### config.mk
export PLATFORM = sky130hd
export DESIGN_NAME = adc_pipe_sequencer
export DESIGN_NICKNAME = d
export VERILOG_FILES = /design/src/rtl/adc_pipe_pkg.sv /design/src/rtl/adc_pipe_phase_gen.sv /design/src/rtl/adc_pipe_sequencer.sv
export SDC_FILE = /design/constraint.sdc
export NUM_CORES = 1
export LEC_CHECK = 0
export BUFFER_PORTS_ARGS = -buffer_cell sky130_fd_sc_hd__buf_2
export CAP_MARGIN = 20
export CELL_PAD_IN_SITES_DETAIL_PLACEMENT = 1
export CELL_PAD_IN_SITES_GLOBAL_PLACEMENT = 2
export CORE_UTILIZATION = 39
export DETAILED_ROUTE_END_ITERATION = 7
export PLACE_DENSITY_LB_ADDON = 0.08
export RECOVER_POWER = 25
export SLEW_MARGIN = 20
export SYNTH_ARGS = -nofsm -noshare
export SYNTH_HDL_FRONTEND = slang
export SYNTH_SLANG_ARGS = --single-unit
### constraint.sdc
create_clock -name clock_i -period 3.63 [get_ports clock_i]
set_clock_uncertainty 0.05 [all_clocks]
set_input_delay 0.5445 -clock clock_i [delete_from_list [all_inputs] [get_ports clock_i]]
set_output_delay 0.5445 -clock clock_i [all_outputs]
set_load 0.01 [all_outputs]
### src/rtl/adc_pipe_pkg.sv
// rtl/adc_pipe_pkg.sv - shared types and widths for the ADC pipeline sequencer
package adc_pipe_pkg;

  localparam int BURST_W  = 8;
  localparam int PERIOD_W = 9;

  typedef enum logic [2:0] {
    ST_IDLE = 3'd0,
    ST_PH1  = 3'd1,
    ST_NOV1 = 3'd2,
    ST_PH2  = 3'd3,
    ST_NOV2 = 3'd4
  } phase_state_t;

endpackage

### src/rtl/adc_pipe_phase_gen.sv
// rtl/adc_pipe_phase_gen.sv - PH1/NOV1/PH2/NOV2 timer with registered phase and encoder clocks
module adc_pipe_phase_gen
  import adc_pipe_pkg::*;
#(
  parameter int PHASE_CYCLES = 2,
  parameter int NOV_CYCLES   = 1
) (
  input  logic i_clk,
  input  logic i_rst_n,
  input  logic i_start,
  input  logic i_last,
  output logic o_phi1,
  output logic o_phi2,
  output logic o_enc_clk,
  output logic o_enc_clk2,
  output logic o_period_end,
  output logic o_busy
);

  localparam logic [3:0] PH_LAST  = 4'(PHASE_CYCLES - 1);
  localparam logic [3:0] NOV_LAST = 4'(NOV_CYCLES - 1);

  phase_state_t r_state;
  phase_state_t w_state_next;
  logic [3:0]   r_cnt;
  logic [3:0]   w_cnt_next;
  logic         w_period_end;
  logic         r_phi1;
  logic         r_phi2;
  logic         r_enc_clk;
  logic         r_enc_clk2;

  always_comb begin
    w_state_next = r_state;
    w_cnt_next   = r_cnt + 4'd1;
    w_period_end = 1'b0;
    case (r_state)
      ST_IDLE: begin
        w_cnt_next = '0;
        if (i_start) w_state_next = ST_PH1;
      end
      ST_PH1: if (r_cnt == PH_LAST) begin
        w_state_next = ST_NOV1;
        w_cnt_next   = '0;
      end
      ST_NOV1: if (r_cnt == NOV_LAST) begin
        w_state_next = ST_PH2;
        w_cnt_next   = '0;
      end
      ST_PH2: if (r_cnt == PH_LAST) begin
        w_state_next = ST_NOV2;
        w_cnt_next   = '0;
      end
      ST_NOV2: if (r_cnt == NOV_LAST) begin
        w_period_end = 1'b1;
        w_cnt_next   = '0;
        w_state_next = i_last ? ST_IDLE : ST_PH1;
      end
      default: begin
        w_state_next = ST_IDLE;
        w_cnt_next   = '0;
      end
    endcase
  end

  // Outputs are decoded from the next state so they line up with r_state without a combinational path.
  always_ff @(posedge i_clk or negedge i_rst_n) begin
    if (!i_rst_n) begin
      r_state    <= ST_IDLE;
      r_cnt      <= '0;
      r_phi1     <= 1'b0;
      r_phi2     <= 1'b0;
      r_enc_clk  <= 1'b0;
      r_enc_clk2 <= 1'b0;
    end else begin
      r_state    <= w_state_next;
      r_cnt      <= w_cnt_next;
      r_phi1     <= (w_state_next == ST_PH1);
      r_phi2     <= (w_state_next == ST_PH2);
      r_enc_clk  <= (w_state_next == ST_NOV1) && (r_state != ST_NOV1);
      r_enc_clk2 <= (w_state_next == ST_NOV2) && (r_state != ST_NOV2);
    end
  end

  assign o_phi1       = r_phi1;
  assign o_phi2       = r_phi2;
  assign o_enc_clk    = r_enc_clk;
  assign o_enc_clk2   = r_enc_clk2;
  assign o_period_end = w_period_end;
  assign o_busy       = (r_state != ST_IDLE);

endmodule

### src/rtl/adc_pipe_sequencer.sv
// rtl/adc_pipe_sequencer.sv - burst/flush period counting and result handshake for a pipelined ADC
module adc_pipe_sequencer
  import adc_pipe_pkg::*;
#(
  parameter int NUM_BITS     = 3,
  parameter int PHASE_CYCLES = 2,
  parameter int NOV_CYCLES   = 1,
  parameter int LAT_PERIODS  = 2
) (
  input  logic                clock_i,
  input  logic                reset_ni,
  input  logic                start_i,
  input  logic                stop_i,
  input  logic [BURST_W-1:0]  burst_len_i,
  output logic                phi1_o,
  output logic                phi2_o,
  output logic                enc_clk_o,
  output logic                enc_clk2_o,
  input  logic [NUM_BITS-1:0] d_i,
  output logic [NUM_BITS-1:0] data_o,
  output logic                valid_o,
  input  logic                ready_i,
  output logic                busy_o,
  output logic                done_o,
  output logic                overrun_o
);

  logic                w_busy;
  logic                w_period_end;
  logic                w_start;
  logic                w_last_sample;
  logic                w_last;
  logic                w_capture;
  logic [BURST_W-1:0]  r_burst_len;
  logic [PERIOD_W-1:0] r_period;
  logic                r_sampling;
  logic [2:0]          r_flush_cnt;
  logic                r_stop_req;
  logic [NUM_BITS-1:0] r_data;
  logic                r_valid;
  logic                r_overrun;
  logic                r_done;

  adc_pipe_phase_gen #(
    .PHASE_CYCLES(PHASE_CYCLES),
    .NOV_CYCLES  (NOV_CYCLES)
  ) u_phase_gen (
    .i_clk       (clock_i),
    .i_rst_n     (reset_ni),
    .i_start     (w_start),
    .i_last      (w_last),
    .o_phi1      (phi1_o),
    .o_phi2      (phi2_o),
    .o_enc_clk   (enc_clk_o),
    .o_enc_clk2  (enc_clk2_o),
    .o_period_end(w_period_end),
    .o_busy      (w_busy)
  );

  assign w_start       = start_i && !w_busy;
  // A stop arriving in the final cycle of a period still ends that period.
  assign w_last_sample = r_sampling &&
                         (r_stop_req || stop_i ||
                          ((r_burst_len != '0) && (r_period == {1'b0, r_burst_len})));
  assign w_last        = !r_sampling && (r_flush_cnt == 3'd1);
  assign w_capture     = w_period_end && (r_period > PERIOD_W'(LAT_PERIODS));

  always_ff @(posedge clock_i or negedge reset_ni) begin
    if (!reset_ni) begin
      r_burst_len <= '0;
      r_period    <= '0;
      r_sampling  <= 1'b0;
      r_flush_cnt <= '0;
      r_stop_req  <= 1'b0;
      r_data      <= '0;
      r_valid     <= 1'b0;
      r_overrun   <= 1'b0;
      r_done      <= 1'b0;
    end else begin
      r_done <= w_period_end && w_last;
      if (w_start) begin
        r_burst_len <= burst_len_i;
        r_period    <= PERIOD_W'(1);
        r_sampling  <= 1'b1;
        r_flush_cnt <= '0;
        r_stop_req  <= 1'b0;
        r_overrun   <= 1'b0;
      end else begin
        if (stop_i && w_busy) r_stop_req <= 1'b1;
        if (w_period_end) begin
          // Saturate so a long continuous run never wraps back below the capture threshold.
          if (r_period != '1) r_period <= r_period + PERIOD_W'(1);
          if (w_last_sample) begin
            r_sampling  <= 1'b0;
            r_flush_cnt <= 3'(LAT_PERIODS);
          end else if (!r_sampling) begin
            r_flush_cnt <= r_flush_cnt - 3'd1;
          end
        end
      end
      if (w_capture) begin
        r_data  <= d_i;
        r_valid <= 1'b1;
        if (r_valid && !ready_i) r_overrun <= 1'b1;
      end else if (r_valid && ready_i) begin
        r_valid <= 1'b0;
      end
    end
  end

  assign data_o    = r_data;
  assign valid_o   = r_valid;
  assign busy_o    = w_busy;
  assign done_o    = r_done;
  assign overrun_o = r_overrun;

endmodule

==> flow_metrics.tcl, run 1 <==
set metrics [dict create \
    crit_path_end "r_period[7]" \
    grt_pass1_wl_mm 7.76 \
    crit_path_max_fanout 11 \
    cts_resized 0 \
    cts.reportedPaths.clkPinSlew_ns 0.07 \
    syn-cell-area_um2 2050 \
    synth_warnings 0 \
    cts_tree "built" \
    slew_headroom -0.374 \
    run_status "finished with violations" \
    clockBufferDepth 2 \
    area_growth_pct 13.0 \
    fin_crit_sh 0.616 \
    synthCells 207 \
    drive_gt1_frac 0.198 \
    period_minus_slack_ns 2.24 \
    cts_htree_levels 2 \
    hold_path.class "primary input to flop" \
    io_buffers 26 \
    synth_flop_cell "dfrtp_1" \
    power_density_nw_per_um2 725 \
    vias 1541 \
    crit_chain "inv_1 > ha_1 > or3b_4 > nor4_2 > or4b_1 > nand2_1" \
    hold_violations 0 \
    routed_via_density 5.15 \
    dr.pass1.iters 4 \
    ys_types 44 \
    place_congestion 0.780 \
    start_kind "flop" \
    rsz0062_at_grt "no" \
    crit_start "u_phase_gen.r_cnt[0]" \
    total_power_mw 1.67 \
    cts_root_buffer "clkbuf_8" \
    synth_top_area_cell "dfrtp_1" \
    cts_made_buffers 5 \
    ir_drop_uv 343 \
    synth_compound_area_frac 0.0966 \
    initial_core_util 0.419 \
    critical_path_class "flop to flop" \
    grt_use_total 0.189 \
    die_w_um 74.4 \
    cp.arrival_ns 2.42 \
    required_ns 3.81 \
    violations "max-capacitance violations, max-slew violations" \
    drtIter0Drc 48 \
    totalWireLength_mm 4.56 \
    worst_slew_pin_slew_ns 2.06 \
    syn-num-nets 231 \
    synth_top_area_share 0.477 \
    nets 255 \
    yosys.area_share.simple 0.242 \
    slew_violations 40 \
    final_cell_mix "dfrtp_1 (39), nand2_1 (35), buf_2 (25)" \
    core_region_area_um2 4880 \
    slowest_stage "or4b_1" \
    maxCapViolCount 1 \
    synth_edf_count 0 \
    ioPinCount 27 \
    end_kind "flop" \
    ant_nets 0 \
    synth_top_family_by_area "simple AND/OR/NAND/NOR gates" \
    fmax_ghz 0.447 \
    grt_antenna_before_repair 0 \
    synthMuxAreaShare 0.0324 \
    rows 25 \
    syn_area_per_cell_um2 9.88 \
    async_flop_share 1.00 \
    die-area_um2 5540 \
    grt_pass1_vias 1592 \
    yosysSeqAreaShare 0.477 \
    worstRegToRegCells 6 \
    setup_viol 0 \
    cts_setup_buffers 0 \
    r2r-start "u_phase_gen.r_cnt[0]" \
    cts-hold-fix-buffers 0 \
    synth-seq-cells 39 \
    die_y_um 74.4 \
    wl_per_cell_um 15.3 \
    reg2reg_to "r_period[7]" \
    antennaDiodeCount 0 \
    cts_sinks 39 \
    route.detailed.drc 0 \
    synth_xor_area_frac 0.0599 \
    slowest_delay_ns 0.47 \
    grt_max_degree 40 \
    dpl.hpwl_mm 3.30 \
    reg2reg_setup_slack_ns 1.39 \
    p_leak_nw 1.08 \
    final_common_cell "dfrtp_1" \
    fin_tns_setup_ns 0 \
    synth_area_leaders "dfrtp_1 (48%), nand2_1 (6.4%), xnor2_1 (5.1%)" \
    synthAdderAreaFrac 0.0489 \
    clk_latency_ns 0.29 \
    grt_overflow 0 \
]
routing by layer:
metal	GRT usage	vias up	wire [µm]
met1	0.246	753	2190
met5	0	-	0
met3	0.0461	4	145
li1	-	758	-
met4	0.0587	0	42
met2	0.309	26	2180
worst max-delay path, delay by kind of cell, from the launching register on:
kind                       cells  cell delay (ns)
and+or+nand+nor                4             1.45
buffers and inverters          1             0.08
DFF                            1             0.43
adders and majority gates      1             0.17
state kept, by name, summed over array words and instances (netlist names), 3 cells and up:
| name | cells |
|---|---|
| data_o | 3 |
| r_period | 9 |
| u_phase_gen.r_state | 3 |
| r_flush_cnt | 3 |
| u_phase_gen.r_cnt | 4 |
| r_burst_len | 8 |
report_power, final:
part	switching (mW)	total (mW)	internal, mW
registers	0.144	0.710	0.565
logic	0.358	0.642	0.284
clock network	0.150	0.323	0.173
total	0.652	1.67	1.02
cells in the mapped netlist (all sizes together), types with 5 or more instances:
cell type	number
dfrtp	39
nand2	35
nor2	20
xnor2	12
inv	9
ha	8
a21oi	7
clkbuf	6
nor3b	6
nor4	6
nand2b	5
layout make-up:
| cell class | count | area [µm²] |
|---|---|---|
| well taps | 67 | 83.8 |
| inverters | 9 | 33.8 |
| multi-input cells | 149 | 981 |
| flip-flops and latches | 39 | 976 |
| repair buffers | 27 | 136 |
| fillers | 595 | 2570 |
| clock buffers | 8 | 100 |
through the flow:
stage / setup slack (ns) / area, µm² / hold WS (ns) / util / cells
after floorplan: 1.53 / 2050 / 0.199 / - / 207
after global placement: 1.48 / 2210 / 0.412 / 0.453 / 291
after detailed placement: 1.39 / 2210 / 0.436 / 0.453 / 291
after CTS: 1.37 / 2310 / 0.355 / 0.474 / 299
after global routing: 1.12 / 2310 / 0.396 / 0.474 / 299
final: 1.39 / 2310 / 0.390 / 0.474 / 299
how the worst min path moves through the flow:
stage,startpoint,to,slack [ns],depth (start not counted)
finish,burst_len_i[2],r_burst_len[2],0.39,3
global route,burst_len_i[6],r_burst_len[6],0.40,3
CTS,reset_ni,r_flush_cnt[1],0.36,1
detailed placement,overrun_o,overrun_o,0.44,2
global placement,overrun_o,overrun_o,0.41,2
floorplan,reset_ni,data_o[0],0.20,0
kinds of logic (layout without fill, tap and decap cells):
| group | Yosys count | in the layout |
|---|---|---|
| buffers and inverters | 19 | 44 |
| DFF | 39 | 39 |
| AOI/OAI and AO/OA | 27 | 27 |
| xor gates and xnor gates | 14 | 14 |
| adders and majority gates | 8 | 8 |
| and+or+nand+nor | 95 | 95 |
| muxes | 5 | 5 |
(Power assumes the default switching activity.)
==> run 2: changes to the inputs <==
--- a/config.mk
+++ b/config.mk
@@ -5,11 +5,12 @@
 export SDC_FILE = /design/constraint.sdc
 export NUM_CORES = 1
 export LEC_CHECK = 0
+export ABC_AREA = 1
 export BUFFER_PORTS_ARGS = -buffer_cell sky130_fd_sc_hd__buf_2
 export CAP_MARGIN = 20
 export CELL_PAD_IN_SITES_DETAIL_PLACEMENT = 1
 export CELL_PAD_IN_SITES_GLOBAL_PLACEMENT = 2
-export CORE_UTILIZATION = 39
+export CORE_UTILIZATION = 33
 export DETAILED_ROUTE_END_ITERATION = 7
 export PLACE_DENSITY_LB_ADDON = 0.08
 export RECOVER_POWER = 25
==> constraint.sdc (replaced) <==
create_clock -name clock_i -period 2.28 [get_ports clock_i]
set_clock_uncertainty 0.05 [all_clocks]
set_input_delay 0.342 -clock clock_i [delete_from_list [all_inputs] [get_ports clock_i]]
set_output_delay 0.342 -clock clock_i [all_outputs]
set_load 0.01 [all_outputs]
==> run 2 against run 1 <==
The flow now finishes without violations; setup slack worse by 1.1 ns; maximum frequency increased by 15%; first-iteration DRC count is 29% higher; critical path type unchanged; sequential cell count did not move; cell count rose by 22%; critical endpoint is now r_period[6]; die area rose by 18%; clock power up 88%; global-route usage down 2.2 points; worst hold slack lost 0.19 ns; sequential share of layout area shrank 1.5 points; synthesized cell count up 24%; cell area increased by 3.6%.
==> flow_metrics.tcl, run 2 <==
set metrics [dict create \
    run_status "completed" \
    cts.reportedPaths.clkPinSlew_ns 0.08 \
    reg2reg_setup_slack_ns 0.34 \
    ant_nets 0 \
    dpl.hpwl_mm 3.49 \
    cts_htree_levels 2 \
    initial_core_util 0.344 \
    critical_path_class "flop to flop" \
    yosysMostFrequentCell "nand2_1" \
    fmax_ghz 0.515 \
    cts_setup_buffers 0 \
    synth-seq-cells 39 \
    grt_pass1_wl_mm 8.18 \
    wl_per_cell_um 12.2 \
    ioPinCount 27 \
    ys_types 26 \
    finalNonFillerCells 365 \
    grt_antenna_before_repair 0 \
    ir_drop_uv 560 \
    nets 313 \
    routed_via_density 4.52 \
    fin_ws_ns 0.339 \
    min_from "burst_len_i[7]" \
    synthTopCellsByCount "nand2_1 (71), inv_1 (43), dfrtp_1 (39), nor2_1 (27), o21ai_0 (16)" \
    drive_gt1_frac 0.159 \
    total_power_mw 2.80 \
    route.detailed.drc 0 \
    antennaDiodeCount 0 \
    cp.arrival_ns 2.08 \
    totalWireLength_mm 4.46 \
    setup_viol 0 \
    end_kind "flop" \
    worstRegToRegCells 10 \
    io_buffers 26 \
    syn-cell-area_um2 2050 \
    placed_cells 357 \
    fin_crit_sh 0.851 \
    cts_made_buffers 5 \
    cts-hold-fix-buffers 0 \
    rows 28 \
    final_cell_mix "nand2_1 (71), inv_1 (43), dfrtp_1 (39)" \
    synth_top_area_cell "dfrtp_1" \
    largest_reg_flops 9 \
    clockBufferDepth 2 \
    final_common_cell "nand2_1" \
    final_util 0.402 \
    place_congestion 0.774 \
    required_ns 2.42 \
    dr.pass1.iters 4 \
    maxCapViolCount 0 \
    yosysSeqAreaShare 0.476 \
    grt_pass1_vias 1791 \
    reg2reg_to "r_period[6]" \
    top_regs "r_period (9), r_burst_len (8), u_phase_gen.r_cnt (4)" \
    power_density_nw_per_um2 1170 \
    synthCells 256 \
    synth_flop_cell "dfrtp_1" \
    r2r-start "r_period[0]" \
    synth_edf_count 0 \
    area_growth_pct 16.9 \
    drtIter0Drc 62 \
    async_flop_share 1.00 \
    rsz0062_at_grt "no" \
    die_w_um 80.8 \
    hold_violations 0 \
    post-route-cell-area_um2 2390 \
    core_region_area_um2 5960 \
    cts_sinks 39 \
    vias 1651 \
    cts_tree "built" \
    dpl_cell_area_um2 2280 \
    syn_area_per_cell_um2 8.00 \
    cts_root_buffer "clkbuf_8" \
    hold-worst-slack_ns 0.200 \
    die-area_um2 6530 \
    p_leak_nw 1.28 \
    crit_path_end "r_period[6]" \
    grt_overflow 0 \
    die_y_um 80.8 \
    grt_max_degree 27 \
    synth_warnings 0 \
    slew_headroom 0.0440 \
    syn-num-nets 280 \
    synth_top_area_share 0.476 \
    crit_start "r_period[0]" \
    worst_slew_pin_slew_ns 1.43 \
    hold_path.class "primary input to flop" \
    slew_violations 0 \
    cts_resized 0 \
    crit_path_max_fanout 5 \
    regMostFlops "r_period" \
    synth_area_leaders "dfrtp_1 (48%), nand2_1 (13%), inv_1 (7.9%)" \
    period_minus_slack_ns 1.94 \
    start_kind "flop" \
    pre_cts_slack_ns 0.320 \
    fin_tns_setup_ns 0 \
    clk_latency_ns 0.29 \
    grt_use_total 0.166 \
]
-- run 2: cell count changes after synthesis, moves of 7 or more --
cell / previous run / this run
nand2_1: 35 / 71
inv_1: 9 / 43
nand3_1: 4 / 13
nor2_1: 20 / 27
xnor2_1: 12 / 1
o21ai_0: 2 / 16
-- run 2: cells by family after synthesis --
kind of cell    count (synthesis)  share of synthesized area
simple gates                  129                      0.288
fa+ha+maj                       8                     0.0489
buf+inv                        46                     0.0874
flops                          39                      0.476
xor+xnor                        3                     0.0128
compound gates                 31                     0.0861
-- run 2: cell type report --
class                   instances  area, µm²
clock inverters                 2       35.0
fillers                       742       3560
multi-input cells             171        893
well taps                      75       93.8
inverters                      43        161
repair buffers                 29        151
flip-flops and latches         39        976
clock buffers                   6       82.6
-- run 2: report_power, final --
group | switching (mW) | internal, mW | total [mW]
clock | 0.253 | 0.354 | 0.607
combinational | 0.683 | 0.398 | 1.08
sequential | 0.195 | 0.914 | 1.11
total | 1.13 | 1.67 | 2.80
-- run 2: metal layers --
layer / vias up / track usage / part of all wire
met4: 0 / 0.0429 / 0.0078
met3: 4 / 0.0449 / 0.032
met1: 760 / 0.218 / 0.50
met2: 23 / 0.271 / 0.46
li1: 864 / - / -
met5: - / 0 / 0
-- run 2: worst max-delay path: stages (launching register included) --
cell	delay, ns
dfrtp_1	0.41
ha_1	0.22
nand3_1	0.13
nor4_1	0.23
ha_1	0.20
inv_1	0.07
nand2_4	0.10
nand2_4	0.07
inv_1	0.11
nor3_1	0.06
o21a_1	0.17
-- run 2: worst min-delay path by stage --
| stage | end | depth (start not counted) |
|---|---|---|
| final | r_burst_len[7] | 3 |
| after global routing | r_burst_len[7] | 3 |
| after detailed placement | data_o[2] | 1 |
| after CTS | data_o[2] | 1 |
| after floorplan | data_o[0] | 0 |
| after global placement | data_o[2] | 1 |
